### config.mk
export PLATFORM = sky130hd
export DESIGN_NAME = plb_cache_responder
export DESIGN_NICKNAME = d
export VERILOG_FILES = /design/src/rtl/plb_cache_responder.sv
export SDC_FILE = /design/constraint.sdc
export NUM_CORES = 1
export LEC_CHECK = 0
export ABC_CLOCK_PERIOD_IN_PS = 6000
export CELL_PAD_IN_SITES_DETAIL_PLACEMENT = 1
export CELL_PAD_IN_SITES_GLOBAL_PLACEMENT = 1
export CORE_UTILIZATION = 47
export DETAILED_ROUTE_END_ITERATION = 7
export PLACE_DENSITY_LB_ADDON = 0.1
export SLEW_MARGIN = 20
export SYNTH_ARGS = -nofsm -noshare
export SYNTH_HDL_FRONTEND = slang
export SYNTH_SLANG_ARGS = --single-unit
### constraint.sdc
create_clock -name clk_i -period 6 [get_ports clk_i]
set_clock_uncertainty 0.15 [all_clocks]
set_input_delay 1.2 -clock clk_i [delete_from_list [all_inputs] [get_ports clk_i]]
set_output_delay 1.2 -clock clk_i [all_outputs]
set_load 0.05 [all_outputs]
### src/rtl/plb_cache_responder.sv
// Fully-associative permission lookup cache answering PLB walker requests.
// Optional hit/miss counters are compiled in with `define PLB_CACHE_STATS_EN.
module plb_cache_responder #(
    parameter int NUM_ENTRIES = 8,
    parameter int ADDR_WIDTH  = 64,
    parameter int DATA_WIDTH  = 8
) (
    input  logic                    clk_i,
    input  logic                    rst_i,
    input  logic                    flush_i,
    input  logic                    plb_cache_mem_req,
    output logic                    plb_cache_mem_gnt,
    output logic                    plb_cache_mem_valid,
    input  logic [ADDR_WIDTH-1:0]   plb_cache_mem_addr,
    input  logic                    plb_cache_mem_we,
    input  logic [DATA_WIDTH/8-1:0] plb_cache_mem_be,
    input  logic [DATA_WIDTH-1:0]   plb_cache_mem_wdata,
    output logic [DATA_WIDTH-1:0]   plb_cache_mem_rdata,
    output logic                    plb_cache_mem_error
`ifdef PLB_CACHE_STATS_EN
    ,
    output logic [31:0]             hit_count_o,
    output logic [31:0]             miss_count_o
`endif
);

    localparam int IDX_W = $clog2(NUM_ENTRIES);

    logic [NUM_ENTRIES-1:0] valid_q;
    logic [ADDR_WIDTH-1:0]  key_q  [NUM_ENTRIES];
    logic [6:0]             perm_q [NUM_ENTRIES];
    logic [IDX_W-1:0]       rr_q;

    logic                   grant;
    logic                   hit;
    logic [IDX_W-1:0]       hit_idx;
    logic                   has_free;
    logic [IDX_W-1:0]       free_idx;
    logic                   do_refill;
    logic                   be_zero;
    logic [IDX_W-1:0]       wr_idx;
    logic [DATA_WIDTH-1:0]  rdata_d;
    logic                   unused_wdata;

    // Flops never see rst_i on their data path; the output gate covers reset.
    assign grant             = plb_cache_mem_req & ~flush_i;
    assign plb_cache_mem_gnt = grant & ~rst_i;

    // Descending scan leaves the lowest matching/free index selected.
    always_comb begin
        hit      = 1'b0;
        hit_idx  = '0;
        has_free = 1'b0;
        free_idx = '0;
        for (int i = NUM_ENTRIES - 1; i >= 0; i--) begin
            if (valid_q[i] && key_q[i] == plb_cache_mem_addr) begin
                hit     = 1'b1;
                hit_idx = IDX_W'(i);
            end
            if (!valid_q[i]) begin
                has_free = 1'b1;
                free_idx = IDX_W'(i);
            end
        end
    end

    assign be_zero   = ~|plb_cache_mem_be;
    assign do_refill = grant & plb_cache_mem_we & ~be_zero;

    always_comb begin
        wr_idx = rr_q;
        if (hit) begin
            wr_idx = hit_idx;
        end else if (has_free) begin
            wr_idx = free_idx;
        end
    end

    always_comb begin
        rdata_d = '0;
        if (!plb_cache_mem_we && hit) begin
            rdata_d[7:0] = {perm_q[hit_idx], 1'b1};
        end
    end

    always_ff @(posedge clk_i or posedge rst_i) begin
        if (rst_i) begin
            valid_q <= '0;
            rr_q    <= '0;
        end else if (flush_i) begin
            valid_q <= '0;
            rr_q    <= '0;
        end else if (do_refill) begin
            valid_q[wr_idx] <= 1'b1;
            if (!hit && !has_free) begin
                rr_q <= rr_q + IDX_W'(1);
            end
        end
    end

    always_ff @(posedge clk_i) begin
        if (do_refill) begin
            key_q[wr_idx]  <= plb_cache_mem_addr;
            perm_q[wr_idx] <= plb_cache_mem_wdata[7:1];
        end
    end

    always_ff @(posedge clk_i or posedge rst_i) begin
        if (rst_i) begin
            plb_cache_mem_valid <= 1'b0;
            plb_cache_mem_rdata <= '0;
            plb_cache_mem_error <= 1'b0;
        end else begin
            plb_cache_mem_valid <= grant;
            if (grant) begin
                plb_cache_mem_rdata <= rdata_d;
                plb_cache_mem_error <= plb_cache_mem_we & be_zero;
            end
        end
    end

    assign unused_wdata = ^plb_cache_mem_wdata;

`ifdef PLB_CACHE_STATS_EN
    logic [31:0] hit_cnt_q;
    logic [31:0] miss_cnt_q;

    // Counters survive flush; only reset clears them.
    always_ff @(posedge clk_i or posedge rst_i) begin
        if (rst_i) begin
            hit_cnt_q  <= '0;
            miss_cnt_q <= '0;
        end else if (grant && !plb_cache_mem_we) begin
            if (hit && hit_cnt_q != 32'hFFFF_FFFF) begin
                hit_cnt_q <= hit_cnt_q + 32'd1;
            end
            if (!hit && miss_cnt_q != 32'hFFFF_FFFF) begin
                miss_cnt_q <= miss_cnt_q + 32'd1;
            end
        end
    end

    assign hit_count_o  = hit_cnt_q;
    assign miss_count_o = miss_cnt_q;
`endif

endmodule

; Word level (Yosys, flattened, before mapping)
; Memories as Yosys holds them, arrays and structs flattened.
; Index checks and enable logic that the tools add are counted.
[classes]
add_sub_neg = 1
n_lt_le_gt_ge = 2
n_reduce_logical = 18
muxes = 44
bitwise = 8
n_eq_ne = 8
[op_table]
columns = op, count
row1 = 64-bit == test, 8
row2 = 3-bit two-way mux, 21
row3 = 8-bit two-way mux, 3
row4 = 1-bit two-way mux, 19
row5 = 1-bit logical AND, 11
row6 = 8-bit bitwise OR, 1
row7 = 1-bit AND, 5
row8 = 1-bit zero test, 4
row9 = 3-bit by 4-bit less-than comparator with 1-bit output (second input constant), 1
row10 = 2-bit nonzero test, 2
row11 = 3-bit by 1-bit adder with 3-bit output (second input constant), 1
row12 = 1-bit demux with 3-bit select, 1
row13 = 3-bit by 1-bit greater-or-equal comparator with 1-bit output (second input constant), 1
row14 = 1-bit inverter, 2
row15 = 2-bit AND reduction, 1
[word_totals]
n_memories = 2
inputBits = 78
regBits = 21
ram_bits = 568
[memory_table]
columns = name, depth, width, read_ports, rd_ports_with_merged_regs, wr, line_no
row1 = key_q, 8, 64, 8, 0, 1, 30  ; logic [ADDR_WIDTH-1:0] key_q [NUM_ENTRIES];
row2 = perm_q, 8, 7, 1, 0, 1, 31  ; logic [6:0] perm_q [NUM_ENTRIES];

; Depth between registers and ports, before layout
[logic_depth]
word_depth = 18
mapped_depth = 13

; Least setup slack after synthesis
; No wires, ideal clock.
[synth_timing]
kind = input to register
start = in plb_cache_mem_addr[34]
end = mem key_q[3][0], enable pin
path_slack_ns = -1.636
arrival_ns = 6.965
required_ns = 5.329
setup_ns = 0.521
path_stages = 11
cell_sequence = buf_2 xnor2_1 nand4_1 or4_1 or4_1 o2bb2ai_2 a31oi_2 nor2_2 buf_4 o21ai_0 a21boi_1
[synth_between]
elab_chain_cells = 11
elab_cells_between_ends = 33
[synth_rtl]
columns = item, line_no
row1 = from (decl), 14  ; input logic [ADDR_WIDTH-1:0] plb_cache_mem_addr,
row2 = 64-bit == test, 56  ; if (valid_q[i] && key_q[i] == plb_cache_mem_addr) begin
row3 = 1-bit logical AND, 56
row4 = 3-bit two-way mux or 1-bit two-way mux (tied branches) (8 in series), 56
row5 = 3-bit two-way mux *, 72  ; if (hit) begin
row6 = to (decl), 30
; Mark *: on every way between the ends. The rest lies on a longest branch, timed or not.

; Worst setup path after layout
[layout_timing]
start = in plb_cache_mem_addr[2]
end = mem key_q[5][30], enable pin
; The elaborated chain is that of the path after synthesis.

==> Implementation_results.wiki <==
{| class="wikitable"
! Metric !! Value
|-
| Critical-path maximum fanout || 64
|-
| DIE AREA || 59,000 um2
|-
| Wire length of the first global-routing pass || around 140,000 um
|-
| Post-synth net total || 2,090
|-
| Synth Flop Type || sky130_fd_sc_hd__edfxtp_1
|-
| Part of the power in combinational logic || 0.079
|-
| Clock latency at the later pin of the worst-skew pair || 0.62 ns
|-
| Peak supply drop || 0.296 mV
|-
| Setup repair after global routing missed its margin || no
|-
| Number of DRC markers in iteration 0 || 1,914
|-
| Async set-or-reset flop fraction in the synthesized netlist || 0.0357
|-
| Remaining global-route overflow || 0
|-
| Routability cong. || 0.957
|-
| Sinks on the clock net || 589
|-
| Cts repair resizes || 0
|-
| Share of the synthesized area in the top cell type || 0.626
|-
| Critical hold path startpoint || plb_cache_mem_rdata[0]
|-
| Portion of total power attributed to sequential cells || 0.486
|-
| Clock tree from TritonCTS || built
|-
| Final critical-path share of the clock period || 0.894
|-
| Design internal power || about 7100 uW
|-
| Htree depth || 3
|-
| Detailed-route via count || 19.0k
|-
| Worst-Margin Slew || between 0.8 and 0.9 ns
|-
| Number of synthesized register bits || roughly 600
|-
| CP Launch Type || primary input
|-
| Post-detail-place hpwl || 72,800 um
|-
| Number of enable-type register cells in the synthesized netlist || 568
|-
| Dominant combinational cell family by area after synthesis || simple AND/OR/NAND/NOR gates
|-
| Worst hold margin || 0.330 ns
|-
| Floorplan die height || around 240 um
|-
| Net count of the finished layout || 2,367
|-
| Kind of capture point of the worst setup path || flip-flop
|-
| Clk slew on worst S/H paths || 0.06 ns
|-
| Total wire length after detailed routing || between 90,000 and 100,000 um
|-
| Cell accounting for the most synthesized area || sky130_fd_sc_hd__edfxtp_1
|-
| Post-Route Setup TNS || 0 ns
|-
| Synth unique cells || 67
|-
| Site Rows || 87
|-
| Number of buffers created by CTS || between 60 and 70
|-
| Fraction of the mapped netlist area in adder cells || 0.000459
|-
| Beginning of the worst register-to-register path || key_q[7][50]
|-
| Yosys synthesis warning count || 0
|-
| Slew margin rel. || 0.421
|-
| Switching power as a share of total power || 0.237
|-
| Count of endpoints failing setup in the final report || 0
|-
| Vias per inst || 6.15
|-
| Category of the critical setup timing path || in2reg
|-
| Simple logic cell fraction of the synthesized area || 0.156
|-
| Power density over the cells || between 200 and 300 nW/um2
|-
| Maximum count of clock buffers along a single path || 3
|-
| XOR/XNOR Fraction of Synth Area || 0.128
|-
| Static power due to leakage || 0.0106 uW
|-
| Clock tree root driver cell || sky130_fd_sc_hd__clkbuf_16
|-
| Combined area of all synthesized cells || 27,300 um2
|-
| Non-filler cells in the finished layout || about 3.1k
|-
| Cells after DPL || 2,974
|-
| Synthesized-area fraction occupied by ao, oa, aoi and oai cells || 0.0365
|-
| Cts hold-fix bufs || 0
|-
| Via count of the first global-routing pass || slightly below 20k
|-
| Number of endpoints with negative hold slack in the final report || 0
|-
| Maximum clock rate || 186 MHz
|-
| Post-synthesis sequential area ratio || 0.645
|-
| Synthesized area divided by synthesized cell count || about 14 um2
|-
| Ratio of cells with drive above 1 in the final layout || 0.142
|-
| # DRC || 0
|-
| Crit path time final || 5.37 ns
|-
| Area of the core || about 57,000 um2
|-
| Required @ worst endpoint || 6.13 ns
|-
| Start point of the critical path || plb_cache_mem_addr[2]
|-
| I/O pins || between 80 and 90
|-
| Number of port buffers || 87
|-
| Cell types with the largest area share after synthesis || sky130_fd_sc_hd__edfxtp_1 63%, sky130_fd_sc_hd__xnor2_1 9.3%, sky130_fd_sc_hd__nand4_1 4.3%
|-
| Die width || 243 um
|-
| Mux share of post-synthesis cell area || 0.0123
|-
| Pin count of the biggest net entering global routing || 65
|-
| Maxcap violations || 0
|-
| Class of the worst hold path || reg2reg
|-
| Final Max Slew Viols || 0
|-
| Part of the power in the clock network || 0.435
|-
| First-pass iteration count of the detailed router || 5
|-
| NetSw || roughly 2200 uW
|-
| Overall fraction of global-route tracks in use || 0.340
|-
| Antenna violations before repair || 3
|-
| Starting utilization of the core area || 0.480
|-
| Run status || finished, final reports clean
|-
| Area delta synth->final || 19.9%
|-
| WP data arrival || roughly 5.5 ns
|-
| Avg WL per Cell || 32.3 um
|-
| Layout Utilization || 0.575
|-
| Post-Syn Instances || 2,011
|-
| Post-DRT Antenna Nets || 0
|-
| Post-CTS Repair Setup Buffers || 0
|}
[stage by stage]
stage | power (uW) | worst slack (ns) | area, um2
finish | 9320 | 0.634 | 32700
global route | 9530 | 0.446 | 32700
CTS | 9360 | 0.717 | 32700
detailed placement | 5340 | 0.0910 | 30600
global placement | 5320 | 0.131 | 30600
floorplan | 4920 | -0.140 | 27300
[worst max-delay path: stages]
cell                              delay (ns)
sky130_fd_sc_hd__clkdlybuf4s50_1        0.80
sky130_fd_sc_hd__buf_4                  0.29
sky130_fd_sc_hd__xnor2_1                0.17
sky130_fd_sc_hd__nand4_1                0.15
sky130_fd_sc_hd__nor4_1                 0.35
sky130_fd_sc_hd__nand4_1                0.33
sky130_fd_sc_hd__nor4_1                 0.64
sky130_fd_sc_hd__buf_4                  0.29
sky130_fd_sc_hd__or3_1                  0.17
sky130_fd_sc_hd__nor2_1                 0.08
sky130_fd_sc_hd__and3_1                 0.20
sky130_fd_sc_hd__o21ai_0                0.35
sky130_fd_sc_hd__clkinv_2               0.16
sky130_fd_sc_hd__buf_12                 0.21
[kinds of logic after synthesis]
group | count (synthesis)
AND/OR/NAND/NOR | 717
flip-flops | 589
XOR/XNOR | 397
buffers and inverters | 141
AO/OA/AOI/OAI | 137
multiplexers | 29
adder cells (fa/ha/maj) | 1
[state kept, by name, summed over array words and instances (netlist names)]
signal	cells
plb_cache_mem_valid	1
valid_q	8
key_q	512
rr_q	3
plb_cache_mem_rdata	8
plb_cache_mem_error	1
perm_q	56
[placed cells by master (no fill, tap or decap), types with 5 or more instances in the layout]
master                              n
sky130_fd_sc_hd__dfrtp_1           21
sky130_fd_sc_hd__and3_1             5
sky130_fd_sc_hd__nor2b_1           10
sky130_fd_sc_hd__xor2_1           107
sky130_fd_sc_hd__nand3_1           42
sky130_fd_sc_hd__clkdlybuf4s50_1   87
sky130_fd_sc_hd__nor4_1            72
sky130_fd_sc_hd__mux2i_1           15
sky130_fd_sc_hd__a2111oi_0          6
sky130_fd_sc_hd__nand4b_1           5
sky130_fd_sc_hd__o211ai_1          17
sky130_fd_sc_hd__nor3_1            35
sky130_fd_sc_hd__buf_12            29
sky130_fd_sc_hd__nor4b_1            8
sky130_fd_sc_hd__clkbuf_16         70
sky130_fd_sc_hd__nor2_1            45
sky130_fd_sc_hd__or4_1             22
sky130_fd_sc_hd__mux2_4             7
sky130_fd_sc_hd__or2_2              7
sky130_fd_sc_hd__a22o_1             5
sky130_fd_sc_hd__edfxtp_1         568
sky130_fd_sc_hd__o2111ai_1         25
sky130_fd_sc_hd__nand4_1          189
sky130_fd_sc_hd__nand2_1           63
sky130_fd_sc_hd__buf_4            162
sky130_fd_sc_hd__clkinv_2          19
sky130_fd_sc_hd__o21ai_0           28
sky130_fd_sc_hd__xnor2_1          288
sky130_fd_sc_hd__clkbuf_1          12
sky130_fd_sc_hd__inv_1             66
sky130_fd_sc_hd__mux2_2             7
sky130_fd_sc_hd__a21oi_1           13
sky130_fd_sc_hd__nand2b_1         188
sky130_fd_sc_hd__clkinv_1          12
sky130_fd_sc_hd__o22ai_1           16
[area by class of cell]
type	count	area [um2]
antenna	1	2.50
clock buffer	84	1820
clock inverter	36	303
fill	5532	24100
inverter	70	268
multi-input combinational	1281	9100
sequential	589	17600
tap	756	946
timing repair buffer	278	2670
[cell usage after synthesis (6+ instances only)]
| cell type | count |
|---|---|
| sky130_fd_sc_hd__o2111ai_1 | 25 |
| sky130_fd_sc_hd__a21oi_1 | 13 |
| sky130_fd_sc_hd__buf_2 | 39 |
| sky130_fd_sc_hd__mux2_4 | 7 |
| sky130_fd_sc_hd__xnor2_1 | 288 |
| sky130_fd_sc_hd__nor4_1 | 72 |
| sky130_fd_sc_hd__inv_1 | 70 |
| sky130_fd_sc_hd__nand2b_1 | 188 |
| sky130_fd_sc_hd__nand3_1 | 42 |
| sky130_fd_sc_hd__o21ai_0 | 28 |
| sky130_fd_sc_hd__nor4b_1 | 8 |
| sky130_fd_sc_hd__xor2_1 | 107 |
| sky130_fd_sc_hd__o211ai_1 | 17 |
| sky130_fd_sc_hd__mux2_2 | 7 |
| sky130_fd_sc_hd__or4_1 | 22 |
| sky130_fd_sc_hd__nand4_1 | 189 |
| sky130_fd_sc_hd__or2_2 | 7 |
| sky130_fd_sc_hd__o22ai_1 | 16 |
| sky130_fd_sc_hd__nor3_1 | 35 |
| sky130_fd_sc_hd__nand2_1 | 63 |
| sky130_fd_sc_hd__nor2b_1 | 10 |
| sky130_fd_sc_hd__nor2_1 | 45 |
| sky130_fd_sc_hd__dfrtp_1 | 21 |
| sky130_fd_sc_hd__clkbuf_1 | 25 |
| sky130_fd_sc_hd__a2111oi_0 | 6 |
| sky130_fd_sc_hd__edfxtp_1 | 568 |
| sky130_fd_sc_hd__mux2i_1 | 15 |
[path summary, 6_finish.rpt]
kind / endpoint / slack, ns / depth (start not counted)
max: key_q[5][30] / 0.63 / 14
min: plb_cache_mem_rdata[0] / 0.33 / 2
max reg2reg: key_q[3][8] / 1.30 / 12
min reg2reg: plb_cache_mem_rdata[0] / 0.33 / 2
max in group asynchronous: valid_q[0] / 4.20 / 2
min in group asynchronous: plb_cache_mem_rdata[2] / 0.96 / 2
[power groups by stage]
stage | clock, uW | sequential (uW) | combinational [uW]
CTS | 4110 | 4520 | 730
detailed placement | 0 | 4610 | 725
floorplan | 0 | 4620 | 304
finish | 4050 | 4520 | 740
global placement | 0 | 4610 | 714
global route | 4240 | 4520 | 765
[routing by layer]
layer  track usage  share of wire  up-vias
met1         0.462           0.42     9972
met5             0        0.00013        -
li1              -              -     8137
met4         0.152          0.047        4
met3        0.0600          0.073      186
met2         0.536           0.46      746
(Power assumes the default switching activity.)
==> RTL change, RTL diff (config.mk and constraints unchanged) <==
`DATA_WIDTH`: 8 -> 12.
--- a/src/rtl/plb_cache_responder.sv
+++ b/src/rtl/plb_cache_responder.sv
@@ -5,3 +5,3 @@
     parameter int ADDR_WIDTH  = 64,
-    parameter int DATA_WIDTH  = 8
+    parameter int DATA_WIDTH  = 12
 ) (
Ports: changed (resized plb_cache_mem_rdata and plb_cache_mem_wdata); port bits go from 89 to 97. No check against the original RTL was run, so the function may have changed too.
==> RTL change against the unedited design <==
Cell area grew 0.79%. Sequential share of layout area is 0.42 points lower. Routed wire length fell by 1.3%. Core utilization grew 0.34 points. Worst hold slack better by 0.0015 ns. Total power is 0.19% higher. Synthesized area is 0.12% higher. Sequential cell count unchanged. Largest power group unchanged. Setup slack better by 0.086 ns.
==> RTL change: results (changes against the unedited design) <==
[logic_synthesis]
syn_inst=2016  ; +0.25%
ys_types=68  ; +1.5%
ys_seq_area_share_pct=64.42  ; -0.080 points

[route]
met2WireLength_um=46860  ; +2.3%
drtIter0Drc=1763  ; -7.9%
viasPerCell=6.051  ; -1.7%
routed-wl-met3_um=5578  ; -24%
highest_layer=met4
drt-total-wl_um=98700  ; -1.3%

[setup_path]
reg2reg_to=key_q[7][8]
cp_slowest_stage_delay_ns=0.62  ; -0.18 ns
worstPathArrival_ns=5.48  ; -0.02 ns
setup.worst_path.start=plb_cache_mem_addr[4]
reg2reg_depth=13  ; +1
r2r_setup_slack_ns=1.56  ; +0.26 ns
r2r-start=key_q[7][7]
crit_fanout=9  ; -86%

[timing]
fmax_mhz=189.4  ; +1.6%
timing.hold.ws_ns=0.3315  ; +0.001475 ns
tightest_slew_ns=0.8942  ; +0.02783 ns

[final_layout]
fin_nets=2394  ; +1.1%
clkCellAreaFrac_pct=6.462  ; -0.044 points
multi_input_area_mm2=0.009120  ; +0.16%
fillers=5512  ; -0.36%
finalNonFillerCells=3119  ; +0.78%
antennaDiodeCount=3  ; +2
buffer_area_share_pct=8.816  ; +0.66 points

[placed_design]
place_congestion=1.001  ; +4.7%
hpwl_um=73150  ; +0.42%
placed_cells=2998  ; +0.81%
dpl-instance-area_mm2=0.03082  ; +0.82%
post-place-ws_ns=0.1776  ; +0.08656 ns

[global_route]
grtUsageMet2_pct=55.03  ; +1.5 points
antenna_found_initial=5  ; +2
grt_max_degree=72  ; +11%
grtUsageMet1_pct=44.68  ; -1.6 points
use_met3_pct=4.069  ; -1.9 points
grt_pass1_wl_um=141100  ; -0.28%

[outcome]
outcome=finished, final reports clean

[power_and_ir_drop]
peakVddDrop_v=0.0002751  ; -7.1%
powerDensity_mw_per_mm2=283.3  ; -0.59%

[clock_network]
cts-buffers-inserted=67  ; -1.5%

[worst_hold_path]
holdPathEnd=plb_cache_mem_error
holdCritStartpoint=plb_cache_mem_error

RTL change: cell types whose count changed in the layout (fill, tap and decap cells not counted), sizes merged:
cell / unedited run / this run
diode: 1 / 3
buf: 191 / 211
inv: 69 / 70
conb: 0 / 4
bufinv: 4 / 5
clkinv: 33 / 25
clkinvlp: 0 / 4
RTL change: kinds of logic after synthesis:
group	after synthesis	share of synthesized area, %
fa+ha+maj	1	0.04583
xor+xnor	397	12.79
compound gates	137	3.649
simple gates	717	15.55
other cells	1	0.01374
mux	29	1.224
flops	589	64.42
buf+inv	145	2.310
RTL change: report_power, final:
| part | switching [mW] | internal [mW] | total [mW] |
|---|---|---|---|
| sequential | 0.00515 | 4.52 | 4.52 |
| combinational | 0.493 | 0.248 | 0.741 |
| clock | 1.71 | 2.36 | 4.07 |
| total | 2.21 | 7.12 | 9.34 |
RTL change: tightest hold or removal path, stage by stage (launching register included):
cell,delay (ns)
dfrtp_1,0.34
nand2_1,0.05
o31ai_1,0.05
